### config.mk
export PLATFORM = sky130hd
export DESIGN_NAME = id_ex_pipe_reg
export DESIGN_NICKNAME = d
export VERILOG_FILES = /design/src/rtl/id_ex_pipe_reg.sv
export SDC_FILE = /design/constraint.sdc
export NUM_CORES = 1
export LEC_CHECK = 0
export ABC_CLOCK_PERIOD_IN_PS = 2250
export CAP_MARGIN = 15
export CORE_MARGIN = 4
export CORE_UTILIZATION = 50
export CTS_CLUSTER_DIAMETER = 200
export DETAILED_ROUTE_END_ITERATION = 10
export DONT_BUFFER_PORTS = 1
export PLACE_DENSITY_LB_ADDON = 0.25
export SYNTH_ARGS = -nofsm -noshare
export SYNTH_HDL_FRONTEND = slang
export SYNTH_SLANG_ARGS = --single-unit
export TNS_END_PERCENT = 50
### constraint.sdc
create_clock -name clk -period 2.25 [get_ports clk]
set_input_delay 0.225 -clock clk [delete_from_list [all_inputs] [get_ports clk]]
set_output_delay 0.225 -clock clk [all_outputs]
set_load 0.1 [all_outputs]
### src/rtl/id_ex_pipe_reg.sv
// ID->EX pipeline register: valid/ready handshake with a two-entry skid buffer,
// synchronous flush, zeroed control on bubbles and a saturating stall counter.
module id_ex_pipe_reg #(
  parameter int DATA_W = 32,
  parameter int REG_W  = 5,
  parameter int OPF_W  = 6,
  parameter int CTRL_W = 10,
  parameter int CNT_W  = 16
) (
  input  logic                  clk,
  input  logic                  rst_n,
  input  logic                  flush,
  input  logic                  in_valid,
  output logic                  in_ready,
  input  logic [6*DATA_W-1:0]   in_words,
  input  logic [REG_W-1:0]      in_rt,
  input  logic [REG_W-1:0]      in_rd,
  input  logic [OPF_W-1:0]      in_op,
  input  logic [OPF_W-1:0]      in_funct,
  input  logic [CTRL_W-1:0]     in_ctrl,
  output logic                  out_valid,
  input  logic                  out_ready,
  output logic [6*DATA_W-1:0]   out_words,
  output logic [REG_W-1:0]      out_rt,
  output logic [REG_W-1:0]      out_rd,
  output logic [OPF_W-1:0]      out_op,
  output logic [OPF_W-1:0]      out_funct,
  output logic [CTRL_W-1:0]     out_ctrl,
  output logic [CNT_W-1:0]      stall_cnt
);

  localparam int PAY_W = 6*DATA_W + 2*REG_W + 2*OPF_W;
  localparam logic [CNT_W-1:0] CNT_ONE = {{(CNT_W-1){1'b0}}, 1'b1};

  typedef enum logic [1:0] {EMPTY, ONE, TWO} state_t;

  state_t              r_state;
  state_t              w_nextState;
  logic                r_inReady;
  logic [PAY_W-1:0]    r_mData;
  logic [PAY_W-1:0]    r_sData;
  logic [CTRL_W-1:0]   r_mCtrl;
  logic [CTRL_W-1:0]   r_sCtrl;
  logic [CNT_W-1:0]    r_stallCnt;
  logic [PAY_W-1:0]    w_inData;
  logic                w_accept;
  logic                w_drain;
  logic                w_loadM;
  logic                w_loadS;
  logic                w_moveS;

  assign w_inData = {in_words, in_rt, in_rd, in_op, in_funct};

  always_ff @(posedge clk or negedge rst_n) begin
    if (!rst_n) begin
      r_state <= EMPTY;
    end else begin
      r_state <= w_nextState;
    end
  end

  // Flush overrides every transition and suppresses all loads into M and S.
  always_comb begin
    w_nextState = r_state;
    w_loadM     = 1'b0;
    w_loadS     = 1'b0;
    w_moveS     = 1'b0;
    w_accept    = in_valid & r_inReady & ~flush;
    w_drain     = (r_state != EMPTY) & out_ready;
    case (r_state)
      EMPTY: begin
        if (w_accept) begin
          w_nextState = ONE;
          w_loadM     = 1'b1;
        end
      end
      ONE: begin
        if (w_accept && w_drain) begin
          w_loadM = 1'b1;
        end else if (w_accept) begin
          w_nextState = TWO;
          w_loadS     = 1'b1;
        end else if (w_drain) begin
          w_nextState = EMPTY;
        end
      end
      TWO: begin
        if (w_drain) begin
          w_nextState = ONE;
          w_moveS     = 1'b1;
        end
      end
      default: w_nextState = EMPTY;
    endcase
    if (flush) begin
      w_nextState = EMPTY;
      w_loadM     = 1'b0;
      w_loadS     = 1'b0;
      w_moveS     = 1'b0;
    end
  end

  always_ff @(posedge clk or negedge rst_n) begin
    if (!rst_n) begin
      r_inReady <= 1'b0;
    end else begin
      r_inReady <= (w_nextState != TWO);
    end
  end

  // Data words keep their last value when an entry empties; only control is cleared.
  always_ff @(posedge clk or negedge rst_n) begin
    if (!rst_n) begin
      r_mData <= '0;
      r_mCtrl <= '0;
      r_sData <= '0;
      r_sCtrl <= '0;
    end else begin
      if (w_loadM) begin
        r_mData <= w_inData;
        r_mCtrl <= in_ctrl;
      end else if (w_moveS) begin
        r_mData <= r_sData;
        r_mCtrl <= r_sCtrl;
      end else if (w_nextState == EMPTY) begin
        r_mCtrl <= '0;
      end
      if (w_loadS) begin
        r_sData <= w_inData;
        r_sCtrl <= in_ctrl;
      end else if (w_moveS || flush) begin
        r_sCtrl <= '0;
      end
    end
  end

  always_ff @(posedge clk or negedge rst_n) begin
    if (!rst_n) begin
      r_stallCnt <= '0;
    end else if (out_valid && !out_ready && (r_stallCnt != {CNT_W{1'b1}})) begin
      r_stallCnt <= r_stallCnt + CNT_ONE;
    end
  end

  assign in_ready  = r_inReady;
  assign out_valid = (r_state != EMPTY);
  assign out_ctrl  = out_valid ? r_mCtrl : '0;
  assign {out_words, out_rt, out_rd, out_op, out_funct} = r_mData;
  assign stall_cnt = r_stallCnt;

endmodule

==> impl_metrics.env, run 1 <==
export IMPL_power_leakage_nw=13.86
export IMPL_grt_overflow=0
export IMPL_first_iter_violations=1118
export IMPL_die_width_um=202.2
export IMPL_final_nets=2432
export IMPL_syn_num_nets=2005
export IMPL_power_density_mw_per_mm2=1167
export IMPL_preCtsSetupSlack_ns=0.02267
export IMPL_hold_class="in2async"
export IMPL_final_setup_viol_count=0
export IMPL_worst_pin_slew_ns=1.418
export IMPL_synthArstFlopShare=1.000
export IMPL_yosysSeqAreaShare=0.6200
export IMPL_num_vias=15325
export IMPL_clk_pin_slew_worst_paths_ns=0.06
export IMPL_ant_nets=0
export IMPL_row_count=70
export IMPL_worstSetupPathType="reg2reg"
export IMPL_relSlewSlack=0.05477
export IMPL_portBuffers=0
export IMPL_synth_ff_type="dfrtp_1"
export IMPL_root_buffer="clkbuf_16"
export IMPL_cts_buffer_depth=3
export IMPL_htreeDepth=2
export IMPL_fin_crit_sh=0.9503
export IMPL_synth_edf_count=0
export IMPL_endpoint_kind="flop"
export IMPL_critPathRequiredTime_ns=2.76
export IMPL_fin_ws_ns=0.1119
export IMPL_rsz0062_at_grt="false"
export IMPL_place_gp_congestion=0.8198
export IMPL_cts_made_buffers=48
export IMPL_area_growth_pct=34.50
export IMPL_wl_per_cell_um=20.22
export IMPL_final_layout_size_suffix_gt1_frac=0.1682
export IMPL_critPathLaunchType="flop"
export IMPL_nFillCells=2566
export IMPL_via_per_inst=5.569
export IMPL_final_max_slew_violation_count=0
export IMPL_drc_errors=0
export IMPL_synthCells=1775
export IMPL_worstPathMaxFanout=49
export IMPL_synth_warnings=0
export IMPL_maxCapViolations=0
export IMPL_whs_ns=-0.6487
export IMPL_synth_area_mm2=0.01885
export IMPL_finClkSkew_ns=0.01611
export IMPL_tns_ns=0
export IMPL_die_area_mm2=0.04087
export IMPL_final_cell_mix="nand2_1, dfrtp_1, buf_4"
export IMPL_violations="hold timing"
export IMPL_layout_commonest_cell="nand2_1"
export IMPL_coreArea_mm2=0.03687
export IMPL_grtUsageTotal=0.2615
export IMPL_finalWirelength_mm=55.65
export IMPL_irDropWorstVdd_mv=0.7484
export IMPL_post_dp_hpwl_mm=32.52
export IMPL_ys_ff_latch=467
export IMPL_cts_tree="yes"
export IMPL_io_pins=471
export IMPL_max_freq_ghz=0.4677
export IMPL_start_util=0.5112
export IMPL_synth_area_per_cell_um2=10.62
export IMPL_cts_hold_buf=227
export IMPL_die_y_um=202.2
export IMPL_yosysUniqueCellTypes=35
export IMPL_clock_sinks=467
export IMPL_crit_arrival_ns=2.64
export IMPL_hold_viol_final=467
export IMPL_grt_pass1_vias=15638
export IMPL_antenna_found_initial=7
export IMPL_period_minus_slack_ns=2.138
export IMPL_clk_latency_ns=0.58
export IMPL_status="finished with violations"
export IMPL_grt_max_degree=468
export IMPL_grt_pass1_wl_mm=87.05
export IMPL_first_pass_iters=7
==> kinds of logic after synthesis <==
logic type | count (synthesis) | synth area share
AOI/OAI and AO/OA | 462 | 0.2011
xor gates and xnor gates | 15 | 0.006970
adders and majority gates | 1 | 0.0006637
buffers and inverters | 138 | 0.02762
DFF | 467 | 0.6200
muxes | 1 | 0.0005974
and+or+nand+nor | 691 | 0.1430
==> routing by layer <==
metal | vias up | share of wire | global-route usage
met5 | - | 0.00022 | 0
met4 | 2 | 0.045 | 0.1159
met3 | 139 | 0.080 | 0.07252
met2 | 616 | 0.49 | 0.4268
met1 | 7660 | 0.39 | 0.3290
li1 | 6908 | - | -
==> state kept, by name, indices dropped and copies added, names as in the netlist <==
name       flops
r_mData      214
r_sData      214
stall_cnt     16
r_mCtrl       10
r_sCtrl       10
r_state        2
in_ready       1
==> per-stage QoR <==
step	instances	power [mW]	area (um^2)	hold WS, ns	utilization
floorplan	1775	18.56	18850	-0.07059	-
global route	2752	30.75	25350	-0.6812	0.6875
finish	2752	29.60	25350	-0.6487	0.6875
detailed placement	2424	20.72	21290	-0.05915	0.5773
CTS	2741	29.67	25270	-0.6799	0.6852
global placement	2424	20.51	21290	-0.05973	0.5773
==> power by group <==
group	total, mW	switching (mW)	internal (mW)
Clock	8.50	3.35	5.15
Combinational	9.95	7.63	2.33
Sequential	11.1	0.927	10.2
==> critical path: stages, from the launching register on <==
cell	delay (ns)
dfrtp_1	0.50
nand2b_1	0.25
nor3_4	0.08
buf_4	0.14
nor2_4	0.57
buf_12	0.32
a21o_1	0.17
==> final timing paths <==
check / from / endpoint / slack (ns) / depth (start not counted)
max in group asynchronous: rst_n / r_sData[40] / 1.75 / 0
max reg2reg: r_state[0] / r_mData[31] / 0.11 / 6
max: r_state[0] / r_mData[31] / 0.11 / 6
min reg2reg: r_sData[84] / r_sData[84] / 0.47 / 2
min: rst_n / r_mData[201] / -0.65 / 0
min in group clk: flush / r_sCtrl[2] / 0.07 / 3
==> timing repair <==
action                                  in CTS  in global routing
resized for setup                            0                  2
endpoints found under the setup margin       0                184
setup buffers                                0                  3
hold endpoints to repair                   919                467
==> area by class of cell <==
| cell class | instances | area, um^2 | share of cell area |
|---|---|---|---|
| clock inverter | 24 | 317.8 | 0.01254 |
| tap | 504 | 630.6 | 0.02488 |
| inverter | 13 | 48.80 | 0.001925 |
| multi-input combinational | 1171 | 6696 | 0.2642 |
| timing repair buffer | 501 | 4562 | 0.1800 |
| clock buffer | 66 | 1390 | 0.05483 |
| antenna | 6 | 15.01 | 0.0005923 |
| sequential | 467 | 11690 | 0.4611 |
==> cells in the mapped netlist (5+ instances only) <==
cell,n,area (um^2)
buf_1,15,56.30
nor2b_1,12,75.07
and3_1,5,31.28
inv_1,12,45.04
nand4_1,8,50.05
nor2_1,6,22.52
nand2_1,648,2432
dfrtp_1,467,11690
clkbuf_1,108,405.4
a22o_1,224,1962
a222oi_1,10,100.1
xnor2_1,14,122.6
a21o_1,214,1607
Note: power is estimated with default switching activity, not from simulation.
==> run 2: changes to the inputs <==
--- a/config.mk
+++ b/config.mk
@@ -5,6 +5,7 @@
 export SDC_FILE = /design/constraint.sdc
 export NUM_CORES = 1
 export LEC_CHECK = 0
+export ABC_AREA = 1
 export ABC_CLOCK_PERIOD_IN_PS = 2250
 export CAP_MARGIN = 15
 export CORE_MARGIN = 4
==> run 2 against run 1 <==
  * The run still ends with hold timing left
  * Clock skew is 0.0039 ns lower
  * Largest cell class unchanged
  * Highest routed layer is now met4
  * Clock power is 10% lower
  * Combinational power is 9.5% lower
  * Maximum frequency is 1.1% higher
  * Register-to-register slack better by 0.02 ns
  * Sequential power is 4% lower
  * Non-clock buffer count is 1 higher
  * Hold slack better by 0.0063 ns
  * Worst setup slack better by 0.024 ns
==> impl_metrics.env, run 2 <==
export IMPL_status="finished with violations"
export IMPL_violations="hold timing"
export IMPL_finClkSkew_ns=0.01222
export IMPL_fin_util=0.6629
export IMPL_htreeDepth=2
export IMPL_fin_crit_sh=0.9395
export IMPL_die_y_um=207.6
export IMPL_rrSetupSlack_ns=0.14
export IMPL_final_setup_viol_count=0
export IMPL_hold_viol_final=467
export IMPL_crit_top_cell="buf_4"
export IMPL_clock_sinks=467
export IMPL_crit_path_max_incr_delay_ns=0.47
export IMPL_layout_commonest_cell="nand2_1"
export IMPL_yosysMostFrequentCell="nand2_1"
export IMPL_yosysTopAreaCellShare=0.5867
export IMPL_die_area_mm2=0.04309
export IMPL_tns_ns=0
export IMPL_clk_pin_slew_worst_paths_ns=0.06
export IMPL_place_gp_congestion=0.8200
export IMPL_grt_overflow=0
export IMPL_fin_ws_ns=0.1361
export IMPL_synthTopCellsByArea="dfrtp_1, nand2_1, o211ai_2"
export IMPL_finalWirelength_mm=58.33
export IMPL_synth_area_per_cell_um2=9.378
export IMPL_post_dp_hpwl_mm=36.00
export IMPL_final_max_slew_violation_count=0
export IMPL_synth_ff_type="dfrtp_1"
export IMPL_synthArstFlopShare=1.000
export IMPL_wl_per_cell_um=18.77
export IMPL_worst_pin_slew_ns=1.177
export IMPL_row_count=72
export IMPL_critPathLaunchType="flop"
export IMPL_drc_errors=0
export IMPL_grtUsageTotal=0.2648
export IMPL_path_buf_inv=3
export IMPL_area_growth_pct=29.83
export IMPL_timing_rr_start="r_state[0]"
export IMPL_syn_num_nets=2354
export IMPL_rsz0062_at_grt="false"
export IMPL_final_nets=2782
export IMPL_start_util=0.5106
export IMPL_synth_area_mm2=0.01992
export IMPL_nFillCells=2867
export IMPL_grt_max_degree=468
export IMPL_synth_edf_count=0
export IMPL_cts_hold_buf=226
export IMPL_power_leakage_nw=12.80
export IMPL_cts_buffer_depth=3
export IMPL_post_cts_buffers=0
export IMPL_clk_latency_ns=0.57
export IMPL_yosysUniqueCellTypes=31
export IMPL_cts_tree="yes"
export IMPL_synth_warnings=0
export IMPL_crit_arrival_ns=2.58
export IMPL_max_freq_ghz=0.4730
export IMPL_relSlewSlack=0.2156
export IMPL_synth_area_leader_cell="dfrtp_1"
export IMPL_crit_chain="nand2_1, nand2_2, nor2_4, buf_4, inv_8, buf_4, o211ai_1"
export IMPL_first_pass_iters=7
export IMPL_final_cell_mix="nand2_1, dfrtp_1, buf_4"
export IMPL_yosys_top_cells_count="nand2_1, dfrtp_1, inv_1, o21ai_0, o211ai_1"
export IMPL_hold_class="in2async"
export IMPL_ys_ff_latch=467
export IMPL_ant_nets=0
export IMPL_maxCapViolations=0
export IMPL_synthCells=2124
export IMPL_antenna_found_initial=6
export IMPL_crit_family="buffers and inverters"
export IMPL_die_width_um=207.6
export IMPL_period_minus_slack_ns=2.114
export IMPL_via_per_inst=5.400
export IMPL_portBuffers=0
export IMPL_io_pins=471
export IMPL_num_vias=16779
export IMPL_slowest_stage="dfrtp_1"
export IMPL_r2r_worst_path_cells=7
export IMPL_yosysSeqAreaShare=0.5867
export IMPL_worstPathMaxFanout=26
export IMPL_cts_made_buffers=48
export IMPL_r2r_end="r_mData[203]"
export IMPL_irDropWorstVdd_mv=0.7796
export IMPL_power_density_mw_per_mm2=1059
export IMPL_first_iter_violations=1492
export IMPL_grt_pass1_vias=17266
export IMPL_critPathRequiredTime_ns=2.71
export IMPL_root_buffer="clkbuf_16"
export IMPL_final_layout_size_suffix_gt1_frac=0.1789
export IMPL_preCtsSetupSlack_ns=0.05789
export IMPL_coreArea_mm2=0.03901
export IMPL_endpoint_kind="flop"
export IMPL_grt_pass1_wl_mm=94.26
export IMPL_worstSetupPathType="reg2reg"
export IMPL_whs_ns=-0.6424
[run 2: cell count changes in the layout (fill, tap and decap cells not counted), sizes merged, moves of 86 or more]
cell,previous run,this run
o21ai,2,220
inv,17,254
nand2,648,734
a21o,214,0
a22o,224,0
o211ai,3,214
[run 2: stage by stage]
stage | hold WS (ns) | cells | power, mW | instance area [um^2]
after floorplan | -0.07059 | 2124 | 17.48 | 19920
after global placement | -0.06025 | 2793 | 19.20 | 22080
after detailed placement | -0.05882 | 2793 | 19.42 | 22080
after CTS | -0.6734 | 3100 | 27.41 | 25830
after global routing | -0.6670 | 3107 | 28.47 | 25860
final | -0.6424 | 3107 | 27.37 | 25860
[run 2: how the worst max path moves through the flow]
stage | start | endpoint | slack, ns | depth (start not counted)
2_1_floorplan | r_state[0] | out_ctrl[0] | 0.03 | 3
3_3_place_gp | r_state[1] | r_mData[181] | 0.12 | 8
3_5_place_dp | r_state[1] | r_mData[169] | 0.06 | 8
4_1_cts | r_state[1] | r_mData[173] | 0.03 | 8
5_1_grt | r_state[0] | r_mData[203] | 0.05 | 7
6_report | r_state[0] | r_mData[203] | 0.14 | 7
[run 2: cell type report]
cell class	count	area, um^2	share of cell area
sequential	467	11690	0.4520
multi-input combinational	1278	6571	0.2541
timing repair buffer	502	4488	0.1736
clock buffer	74	1420	0.05492
inverter	255	964.7	0.03731
tap	518	648.1	0.02506
clock inverter	7	62.56	0.002419
antenna	6	15.01	0.0005806
[run 2: metal layers]
| metal | wire length (um) | GRT usage | up-vias |
|---|---|---|---|
| met5 | 0 | 0 | - |
| met4 | 2645 | 0.1202 | 0 |
| met3 | 4704 | 0.07178 | 163 |
| met2 | 28070 | 0.4288 | 730 |
| met1 | 22910 | 0.3356 | 8218 |
| li1 | - | - | 7668 |
[run 2: power by group]
group / switching, mW / leakage, nW / total, mW / internal [mW]
clock: 3.20 / 0.727 / 7.62 / 4.42
combinational: 6.97 / 6.17 / 9.00 / 2.03
sequential: 0.766 / 5.91 / 10.7 / 9.98
[run 2: cells by family (layout without fill, tap and decap cells)]
group | Yosys count | in the layout | share of synthesized area
AO/OA/AOI/OAI | 447 | 447 | 0.1625
XOR/XNOR | 7 | 7 | 0.003078
adder cells (fa/ha/maj) | 1 | 1 | 0.0006281
buffers and inverters | 380 | 838 | 0.08531
flip-flops | 467 | 467 | 0.5867
other | 0 | 6 | 0
AND/OR/NAND/NOR | 822 | 823 | 0.1618
[run 2: what timing repair did]
item / 4_1_cts / 5_1_grt
setup endpoints to repair: 0 / 45
gates resized for setup: 0 / 1
endpoints found under the hold margin: 918 / 467
